`src/rtl/shreg_pkg.sv`:
```
// Shared definitions for the shared-register arbiter: state encoding and width helper.
package shreg_pkg;

  localparam logic ST_IDLE = 1'b0;
  localparam logic ST_HOLD = 1'b1;

  typedef enum logic {
    S_IDLE = ST_IDLE,
    S_HOLD = ST_HOLD
  } state_e;

  // ceil(log2(value)), never less than one bit so 1-valued widths stay legal.
  function automatic int clog2_min1(input int value);
    int r;
    r = 0;
    while ((1 << r) < value) r++;
    return (r < 1) ? 1 : r;
  endfunction

endpackage

```
`src/rtl/shreg_arbiter_rr_pick.sv`:
```
// Combinational round-robin picker: rotate requests by ptr, take the lowest set bit, rotate back.
module rr_pick #(
  parameter int N  = 4,
  parameter int PW = 2
) (
  input  logic [N-1:0]  req,
  input  logic [PW-1:0] ptr,
  output logic [PW-1:0] win,
  output logic          any
);

  logic [2*N-1:0] dbl;
  logic [N-1:0]   rot;
  logic [PW-1:0]  off;
  logic [PW:0]    sum;

  always_comb begin
    dbl = {req, req};
    rot = dbl[ptr +: N];
    off = '0;
    for (int i = N - 1; i >= 0; i--) begin
      if (rot[i]) off = PW'(i);
    end
    any = |req;
    // Rotate back: offset from ptr, reduced modulo N.
    sum = {1'b0, off} + {1'b0, ptr};
    if (sum >= (PW + 1)'(N)) sum = sum - (PW + 1)'(N);
    win = sum[PW-1:0];
  end

endmodule

```
`src/rtl/shreg_arbiter.sv`:
```
// Round-robin sequencer owning a shared falling-edge data register; each grant holds for HOLD periods.
module shreg_arbiter
  import shreg_pkg::*;
#(
  parameter int N    = 4,
  parameter int W    = 8,
  parameter int HOLD = 2
) (
  input  logic           ck,
  input  logic           rst_n,
  input  logic [N-1:0]   req,
  input  logic [N*W-1:0] din,
  output logic [W-1:0]   q,
  output logic [N-1:0]   gnt,
  output logic           busy,
  output logic           done
);

  localparam int PW = clog2_min1(N);
  localparam int CW = clog2_min1(HOLD);

  state_e        state_q, state_d;
  logic [PW-1:0] ptr_q, ptr_d;
  logic [CW-1:0] cnt_q, cnt_d;
  logic [W-1:0]  q_q, q_d;
  logic [N-1:0]  gnt_q, gnt_d;
  logic          busy_q, busy_d;
  logic          done_q, done_d;

  logic [PW-1:0] win;
  logic          any;
  logic [W-1:0]  din_win;
  logic [N-1:0]  gnt_win;

  rr_pick #(.N(N), .PW(PW)) u_pick (
    .req (req),
    .ptr (ptr_q),
    .win (win),
    .any (any)
  );

  always_comb begin
    din_win = '0;
    gnt_win = '0;
    for (int i = 0; i < N; i++) begin
      if (win == PW'(i)) begin
        din_win    = din[i*W +: W];
        gnt_win[i] = 1'b1;
      end
    end
  end

  always_comb begin
    state_d = state_q;
    ptr_d   = ptr_q;
    cnt_d   = cnt_q;
    q_d     = q_q;
    gnt_d   = gnt_q;
    busy_d  = busy_q;
    done_d  = 1'b0;
    case (state_q)
      S_IDLE: begin
        if (any) begin
          q_d     = din_win;
          gnt_d   = gnt_win;
          busy_d  = 1'b1;
          cnt_d   = CW'(HOLD - 1);
          ptr_d   = (win == PW'(N - 1)) ? '0 : win + PW'(1);
          state_d = S_HOLD;
        end
      end
      S_HOLD: begin
        // Requests and data are ignored here; only the counter decides release.
        if (cnt_q == '0) begin
          gnt_d   = '0;
          busy_d  = 1'b0;
          done_d  = 1'b1;
          state_d = S_IDLE;
        end else begin
          cnt_d = cnt_q - CW'(1);
        end
      end
      default: state_d = S_IDLE;
    endcase
  end

  always_ff @(negedge ck or negedge rst_n) begin
    if (!rst_n) begin
      state_q <= S_IDLE;
      ptr_q   <= '0;
      cnt_q   <= '0;
      q_q     <= '0;
      gnt_q   <= '0;
      busy_q  <= 1'b0;
      done_q  <= 1'b0;
    end else begin
      state_q <= state_d;
      ptr_q   <= ptr_d;
      cnt_q   <= cnt_d;
      q_q     <= q_d;
      gnt_q   <= gnt_d;
      busy_q  <= busy_d;
      done_q  <= done_d;
    end
  end

  assign q    = q_q;
  assign gnt  = gnt_q;
  assign busy = busy_q;
  assign done = done_q;

endmodule

```
`config.mk`:
```
export PLATFORM = sky130hd
export DESIGN_NAME = shreg_arbiter
export DESIGN_NICKNAME = d
export VERILOG_FILES = /design/src/rtl/shreg_pkg.sv /design/src/rtl/shreg_arbiter_rr_pick.sv /design/src/rtl/shreg_arbiter.sv
export SDC_FILE = /design/constraint.sdc
export NUM_CORES = 1
export LEC_CHECK = 0
export CORE_MARGIN = 3
export CORE_UTILIZATION = 46
export DETAILED_ROUTE_END_ITERATION = 10
export GPL_ROUTABILITY_DRIVEN = 0
export PLACE_DENSITY = 0.85
export SLEW_MARGIN = 20
export SYNTH_ARGS = -nofsm -noshare
export SYNTH_HDL_FRONTEND = slang
export SYNTH_SLANG_ARGS = --single-unit
```
`constraint.sdc`:
```
create_clock -name ck -period 5.8 [get_ports ck]
set_input_delay 0.87 -clock ck [delete_from_list [all_inputs] [get_ports ck]]
set_output_delay 0.87 -clock ck [all_outputs]
set_load 0.01 [all_outputs]
```
==> out/summary.log, run 1 <==
INFO  cells_and_area layout-drive-gt1-share=28.23%
INFO  detailed_routing viasPerCell=5.992
INFO  detailed_routing drt_first_iter_violations=56
INFO  setup_path     timing.critical_path.required=3.01ns
INFO  setup_path     timing.critical_path.from_type=input port
INFO  cells_and_area post-route-util=82.79%
INFO  placement      dp_worst_setup_slack=-0.7494ns
INFO  status         failed_checks=setup timing
INFO  floorplanning  initial_core_util=49.31%
INFO  logic_synthesis synthCells=145
INFO  sta            setup_violations=7
INFO  placement      dpl.hpwl=3003um
INFO  cells_and_area seqCellArea=450.4um2
INFO  setup_path     slowest_stage=o21a_1
INFO  clocking       cts-root-buf=clkbuf_4
INFO  setup_path     critical-path-max-stage-delay=0.21ns
INFO  sta            timing_max_transition_violations_final=0
INFO  power_and_ir_drop power_per_cell_area=739.2nW/um2
INFO  detailed_routing routed_wl=4880um
INFO  detailed_routing avgRoutedWirePerCell=20.42um
INFO  logic_synthesis ys_async_sr_fraction=100.0%
INFO  clocking       cts.clk_slew.worst_paths=0.08ns
INFO  power_and_ir_drop post-layout-total-power=0.001558W
INFO  power_and_ir_drop power.ir.vdd_worst=751.2uV
INFO  logic_synthesis synth_warnings=0
INFO  power_and_ir_drop reported_leakage_power=0.9006nW
INFO  grt            grt_max_degree=27
INFO  setup_path     timing.critical_path.to_type=flip-flop
INFO  floorplanning  floorplan.die.height=58.23um
INFO  grt            gr-usage-all-layers=30.71%
INFO  worst_hold_path worst_hold_path_type=flip-flop to flip-flop
INFO  detailed_routing detail_route.first_pass.iterations=4
INFO  clocking       clock_latency=0.30ns
INFO  logic_synthesis postSynthRegisterBits=18
INFO  logic_synthesis yosys-top-cells-count=26 x a21oi_1, 18 x dfrtn_1, 18 x nand2_1
INFO  sta            timing_worst_slew_pin_value=0.8431ns
INFO  logic_synthesis postSynthAreaPerCell=8.655um2
INFO  setup_path     cp_data_arrival_time=3.13ns
INFO  floorplanning  io_pins=52
INFO  sta            postLayoutSetupSlackWorst=-0.1160ns
INFO  flow_run       cap_viol_max_count=0
INFO  logic_synthesis yosysSeqAreaShare=35.89%
INFO  logic_synthesis synth_edf_count=0
INFO  setup_path     worstPathCellList=buf_6 > and2b_1 > a21oi_2 > o22ai_2 > o21a_1 > ha_4 > xor2_4 > xor2_2 > buf_4 > ha_4 > buf_6 > a21oi_2 > o21ai_1 > a22oi_1 > a21oi_1
INFO  logic_synthesis cell_types_with_the_largest_area_share_after_synthesis=dfrtn_1 36%, a21oi_1 10%, nand2_1 5.4%
INFO  sta            final-hold-violation-count=0
INFO  floorplanning  row_count=18
INFO  cells_and_area fillerInstances=147
INFO  sta            setup_tns=-0.5045ns
INFO  clocking       number_of_h_tree_levels=1
INFO  logic_synthesis synth_ff_type=dfrtn_1
INFO  floorplanning  core_region_area=2545um2
INFO  status         status=finished with violations
INFO  logic_synthesis post-synth-top-area-fraction=35.89%
INFO  sta            relSlewSlack=43.62%
INFO  cells_and_area final_nets=253
INFO  sta            worst_clock_skew=0.006676ns
INFO  logic_synthesis syn-cell-area=1255um2
INFO  cells_and_area area_growth_syn_to_layout=67.90%
INFO  cells_and_area multiInputGateArea=812.0um2
INFO  placement      placement.io_buffers=51
INFO  setup_path     critical_path_class=input port to flip-flop
INFO  detailed_routing num_vias=1432
INFO  grt            grt_pass1_wl=7693um
INFO  logic_synthesis synth_cell_types=33
INFO  clocking       cts.path.max_buffers=2
INFO  clocking       cts_tree=done
INFO  clocking       holdBufCountCts=0
INFO  cells_and_area num_antenna_cells=0
INFO  logic_synthesis syn-num-nets=188
INFO  clocking       cts_sinks=18
INFO  detailed_routing route.detailed.drc=0
INFO  floorplanning  floorplan.die.width=58.23um
INFO  grt            first_global_vias=1527
INFO  logic_synthesis synthDominantAreaCellType=dfrtn_1
INFO  grt            leftover_overflow_at_the_end_of_global_routing=0
INFO  detailed_routing antenna_left=0
INFO  grt            grt_antenna_before_repair=0
INFO  floorplanning  die_footprint=3391um2
INFO  setup_path     worst-path-max-fanout=7
INFO  logic_synthesis most_frequently_used_cell_type_in_the_post_synthesis_netlist=a21oi_1
INFO  clocking       tritoncts.num_buffers=3
INFO  sta            rsz0062_at_grt=true
[cells in the final DEF, fill, tap and decap left out, types with 2 or more instances in the layout]
cell type	Yosys	final
a21oi_2	0	6
bufbuf_16	0	2
buf_4	0	15
a21oi_1	26	20
a22oi_1	8	7
clkdlybuf4s50_1	0	47
inv_1	11	10
nand2_1	18	18
ha_4	0	4
buf_6	4	4
mux2_4	2	2
clkbuf_4	0	3
nor2_1	12	12
dfrtn_1	18	18
o21ai_2	4	5
o21ai_1	0	7
[layout make-up]
type	instances	share of cell area (%)
multi-input cells	105	38.54
repair buffers	71	34.62
flip-flops and latches	18	21.38
inverters	11	1.960
well taps	30	1.781
clock buffers	4	1.722
[registers in the layout (all words and copies together) (netlist names)]
| register | flops |
|---|---|
| ptr_q | 2 |
| gnt | 4 |
| done | 1 |
| state_q | 1 |
| q | 8 |
| cnt_q | 1 |
| busy | 1 |
[final timing paths]
kind	from	end	slack (ns)	cells past startpoint
max in group asynchronous	rst_n	q[1]$_DFFE_NN0P_	1.42	1
min	busy$_DFFE_NN0P_	busy$_DFFE_NN0P_	0.43	1
min reg2reg	busy$_DFFE_NN0P_	busy$_DFFE_NN0P_	0.43	1
min in group asynchronous	rst_n	gnt[3]$_DFFE_NN0P_	3.83	1
max	req[3]	q[0]$_DFFE_NN0P_	-0.12	15
max reg2reg	ptr_q[1]$_DFFE_NN0P_	q[0]$_DFFE_NN0P_	2.76	14
[power by group]
group          switching [W]  internal (W)  total [W]  leakage [nW]
Clock              0.0000413     0.0000383  0.0000796        0.0210
Sequential         0.0000561      0.000192   0.000248         0.216
Combinational       0.000585      0.000645    0.00123         0.664
[metal layers]
metal / global-route usage, % / vias up / wire, um
met1: 33.85 / 679 / 1678
met4: 19.87 / 0 / 358
met2: 54.03 / 92 / 2506
met5: 0 / - / 0
met3: 5.122 / 31 / 337
li1: - / 630 / -
[timing repair]
| item | CTS | global route |
|---|---|---|
| gates cloned | 2 | 0 |
| resized for setup | 36 | 6 |
| endpoints found under the setup margin | 12 | 8 |
| buffers inserted | 6 | 1 |
| pin swaps | 6 | 6 |
[worst max-delay path: cells and delay by family]
| kind | cells | cell delay [ns] |
|---|---|---|
| xor+xnor | 2 | 0.34 |
| simple gates | 1 | 0.18 |
| compound gates | 7 | 0.95 |
| fa+ha+maj | 2 | 0.36 |
| buf+inv | 3 | 0.41 |
[kinds of logic (layout without fill, tap and decap cells)]
| logic type | after synthesis | count (layout) | synth area share [%] |
|---|---|---|---|
| DFF | 18 | 18 | 35.89 |
| AOI/OAI and AO/OA | 55 | 55 | 28.32 |
| xor gates and xnor gates | 3 | 3 | 2.094 |
| buffers and inverters | 22 | 86 | 9.271 |
| and+or+nand+nor | 40 | 40 | 17.05 |
| muxes | 2 | 2 | 2.393 |
| adders and majority gates | 5 | 5 | 4.985 |
[through the flow]
step	area, um2	instances	hold slack [ns]
detailed placement	1842	226	0.4366
global placement	1842	226	0.4239
CTS	2073	238	0.4379
finish	2107	239	0.4322
global route	2107	239	0.4596
floorplan	1316	145	0.4173
Note: power is estimated with default switching activity, not from simulation.
==> run 2: changes to the inputs <==
- PLACE_DENSITY: 0.85 -> 0.81
==> out/summary.log, run 2 (synthesis results as in run 1) <==
INFO  sta            timing_max_transition_violations_final=0 [unchanged]
INFO  flow_run       cap_viol_max_count=0 [unchanged]
INFO  sta            worst_clock_skew=0.008216ns [+0.001540 ns]
INFO  detailed_routing drt_first_iter_violations=65 [+16%]
INFO  clocking       cts-root-buf=clkbuf_4
INFO  status         status=finished, final reports clean
INFO  detailed_routing num_vias=1412 [-1.4%]
INFO  grt            gr-usage-all-layers=25.98% [-4.7 points]
INFO  clocking       clock_latency=0.30ns [about the same]
INFO  setup_path     worstPathCellList=buf_8 > and2b_1 > a21oi_2 > o22ai_1 > o21a_1 > ha_4 > xor2_4 > buf_6 > xnor2_4 > ha_4 > buf_6 > a21oi_2 > o21ai_1 > a22oi_1 > a21oi_1
INFO  cells_and_area final_nets=261 [+3.2%]
INFO  cells_and_area fillerInstances=125 [-15%]
INFO  clocking       cts.path.max_buffers=2 [unchanged]
INFO  setup_path     slowest_stage=ha_4
INFO  sta            final-hold-violation-count=0 [unchanged]
INFO  cells_and_area layout.cells.most_common_list=47 x clkdlybuf4s50_1, 20 x a21oi_1, 18 x dfrtn_1, 18 x buf_4, 17 x nand2_1
INFO  sta            relSlewSlack=47.37% [+3.7 points]
INFO  power_and_ir_drop power.ir.vdd_worst=705.6uV [-6.1%]
INFO  sta            timing_worst_slew_pin_value=0.7871ns [-0.05603 ns]
INFO  power_and_ir_drop power_per_cell_area=740.9nW/um2 [+0.22%]
INFO  grt            first_global_vias=1365 [-11%]
INFO  sta            rsz0062_at_grt=true
INFO  detailed_routing antenna_left=0 [unchanged]
INFO  setup_path     critPathLaunch=req[3]
INFO  cells_and_area layout-drive-gt1-share=32.72% [+4.5 points]
INFO  floorplanning  die_footprint=3391um2 [unchanged]
INFO  grt            leftover_overflow_at_the_end_of_global_routing=0 [unchanged]
INFO  placement      placement.io_buffers=51 [unchanged]
INFO  clocking       tritoncts.num_buffers=3 [unchanged]
INFO  floorplanning  floorplan.die.width=58.23um [unchanged]
INFO  setup_path     critical_path_class=input port to flip-flop
INFO  sta            setup_violations=0 [-7]
INFO  detailed_routing routed_wl=4522um [-7.3%]
INFO  floorplanning  initial_core_util=49.31% [unchanged]
INFO  power_and_ir_drop pwr-share-clk=4.9% [-0.2 points]
INFO  cells_and_area num_antenna_cells=0 [unchanged]
INFO  detailed_routing viasPerCell=5.717 [-4.6%]
INFO  clocking       cts_sinks=18 [unchanged]
INFO  detailed_routing avgRoutedWirePerCell=18.31um [-10%]
INFO  floorplanning  io_pins=52 [unchanged]
INFO  setup_path     cp_data_arrival_time=3.00ns [-0.13 ns]
INFO  power_and_ir_drop internal_power=0.0009129W [+4.3%]
INFO  cells_and_area layout_commonest_cell=clkdlybuf4s50_1
INFO  placement      dpl.hpwl=2630um [-12%]
INFO  setup_path     timing.critical_path.required=3.03ns [+0.02 ns]
INFO  worst_hold_path worst_hold_path_type=flip-flop to flip-flop
INFO  power_and_ir_drop netSwitchingPower=0.0007270W [+6.5%]
INFO  cells_and_area area_growth_syn_to_layout=76.37%
INFO  placement      dp_worst_setup_slack=-0.7441ns [+0.005349 ns]
INFO  power_and_ir_drop seq_power_share=15.3% [-0.6 points]
INFO  floorplanning  row_count=18 [unchanged]
INFO  floorplanning  floorplan.die.height=58.23um [unchanged]
INFO  grt            grt_max_degree=27 [unchanged]
INFO  clocking       number_of_h_tree_levels=1 [unchanged]
INFO  power_and_ir_drop reported_leakage_power=0.9393nW [+4.3%]
INFO  sta            postLayoutSetupSlackWorst=0.03423ns [+0.1502 ns]
INFO  setup_path     timing.critical_path.to_type=flip-flop
INFO  setup_path     regToRegStartpoint=ptr_q[1]$_DFFE_NN0P_
INFO  detailed_routing route.detailed.drc=0 [unchanged]
INFO  detailed_routing detail_route.first_pass.iterations=4 [unchanged]
INFO  floorplanning  core_region_area=2545um2 [unchanged]
INFO  power_and_ir_drop post-layout-total-power=0.001640W [+5.3%]
INFO  clocking       holdBufCountCts=0 [unchanged]
INFO  sta            holdWs=0.4315ns [-0.0006980 ns]
INFO  power_and_ir_drop switching_share=44.33% [+0.52 points]
INFO  worst_hold_path timing.hold.worst.start=busy$_DFFE_NN0P_
INFO  clocking       cts.clk_slew.worst_paths=0.08ns [about the same]
INFO  clocking       cts_tree=done
INFO  setup_path     worst-path-max-fanout=6 [-1]
INFO  power_and_ir_drop pwr-share-comb=79.8% [+0.8 points]
INFO  grt            grt_pass1_wl=6555um [-15%]
INFO  cells_and_area largest_register_ffs=8 [unchanged]
INFO  setup_path     timing.critical_path.from_type=input port
INFO  setup_path     critical-path-max-stage-delay=0.21ns [about the same]
INFO  grt            grt_antenna_before_repair=0 [unchanged]
-- run 2: cell types whose count changed in the layout (fill, tap and decap cells not counted), sizes merged --
cell,change
buf,+9
bufbuf,-2
clkbuf,+1
-- run 2: worst paths after layout --
path	end	slack [ns]	cells past startpoint
max	q[3]$_DFFE_NN0P_	0.03	15
min reg2reg	busy$_DFFE_NN0P_	0.43	1
min in group asynchronous	cnt_q$_DFFE_NN0P_	3.80	1
min	busy$_DFFE_NN0P_	0.43	1
max in group asynchronous	q[6]$_DFFE_NN0P_	1.47	1
max reg2reg	q[3]$_DFFE_NN0P_	2.82	14
-- run 2: what timing repair did --
item,CTS,global route
gates resized for setup,35,23
endpoints found under the setup margin,12,8
cloned,1,0
setup buffers,8,7
pin swaps,11,10
-- run 2: final cells by class --
| type | count | area (um2) | area share [%] |
|---|---|---|---|
| Clock buffer | 4 | 36.28 | 1.639 |
| Inverter | 11 | 41.29 | 1.865 |
| Multi-Input combinational cell | 105 | 863.3 | 39.01 |
| Sequential cell | 18 | 450.4 | 20.35 |
| Tap cell | 30 | 37.54 | 1.696 |
| Timing Repair Buffer | 79 | 784.5 | 35.44 |
-- run 2: metrics by stage --
step	std cells	instance area, um2	setup TNS [ns]	util, %
after CTS	240	2101	0	82.55
after global routing	247	2213	-0.1639	86.97
after detailed placement	227	1849	-7.476	72.66
final	247	2213	0	86.97
after global placement	227	1849	-6.078	72.66
after floorplan	145	1316	-0.3289	-
-- run 2: power groups by stage --
stage	logic, W	clock network (W)	registers [W]
5_1_grt	0.00140	0.0000865	0.000258
2_1_floorplan	0.000613	0	0.000249
3_5_place_dp	0.000834	0	0.000244
4_1_cts	0.00116	0.0000810	0.000246
3_3_place_gp	0.000797	0	0.000240
6_report	0.00131	0.0000798	0.000252
-- run 2: routing by layer --
metal / routed length [um] / global-route usage, % / share of wire [%] / vias up
met3: 290 / 4.900 / 6.4 / 20
met1: 1722 / 31.55 / 38 / 668
met2: 2328 / 44.35 / 51 / 73
li1: - / - / - / 651
met5: 0 / 0 / 0 / -
met4: 182 / 11.92 / 4.0 / 0
-- run 2: critical path, delay by kind of cell --
kind	cells	cell delay, ns
xor gates and xnor gates	2	0.30
and+or+nand+nor	1	0.17
AOI/OAI and AO/OA	7	0.87
adders and majority gates	2	0.39
buffers and inverters	3	0.39
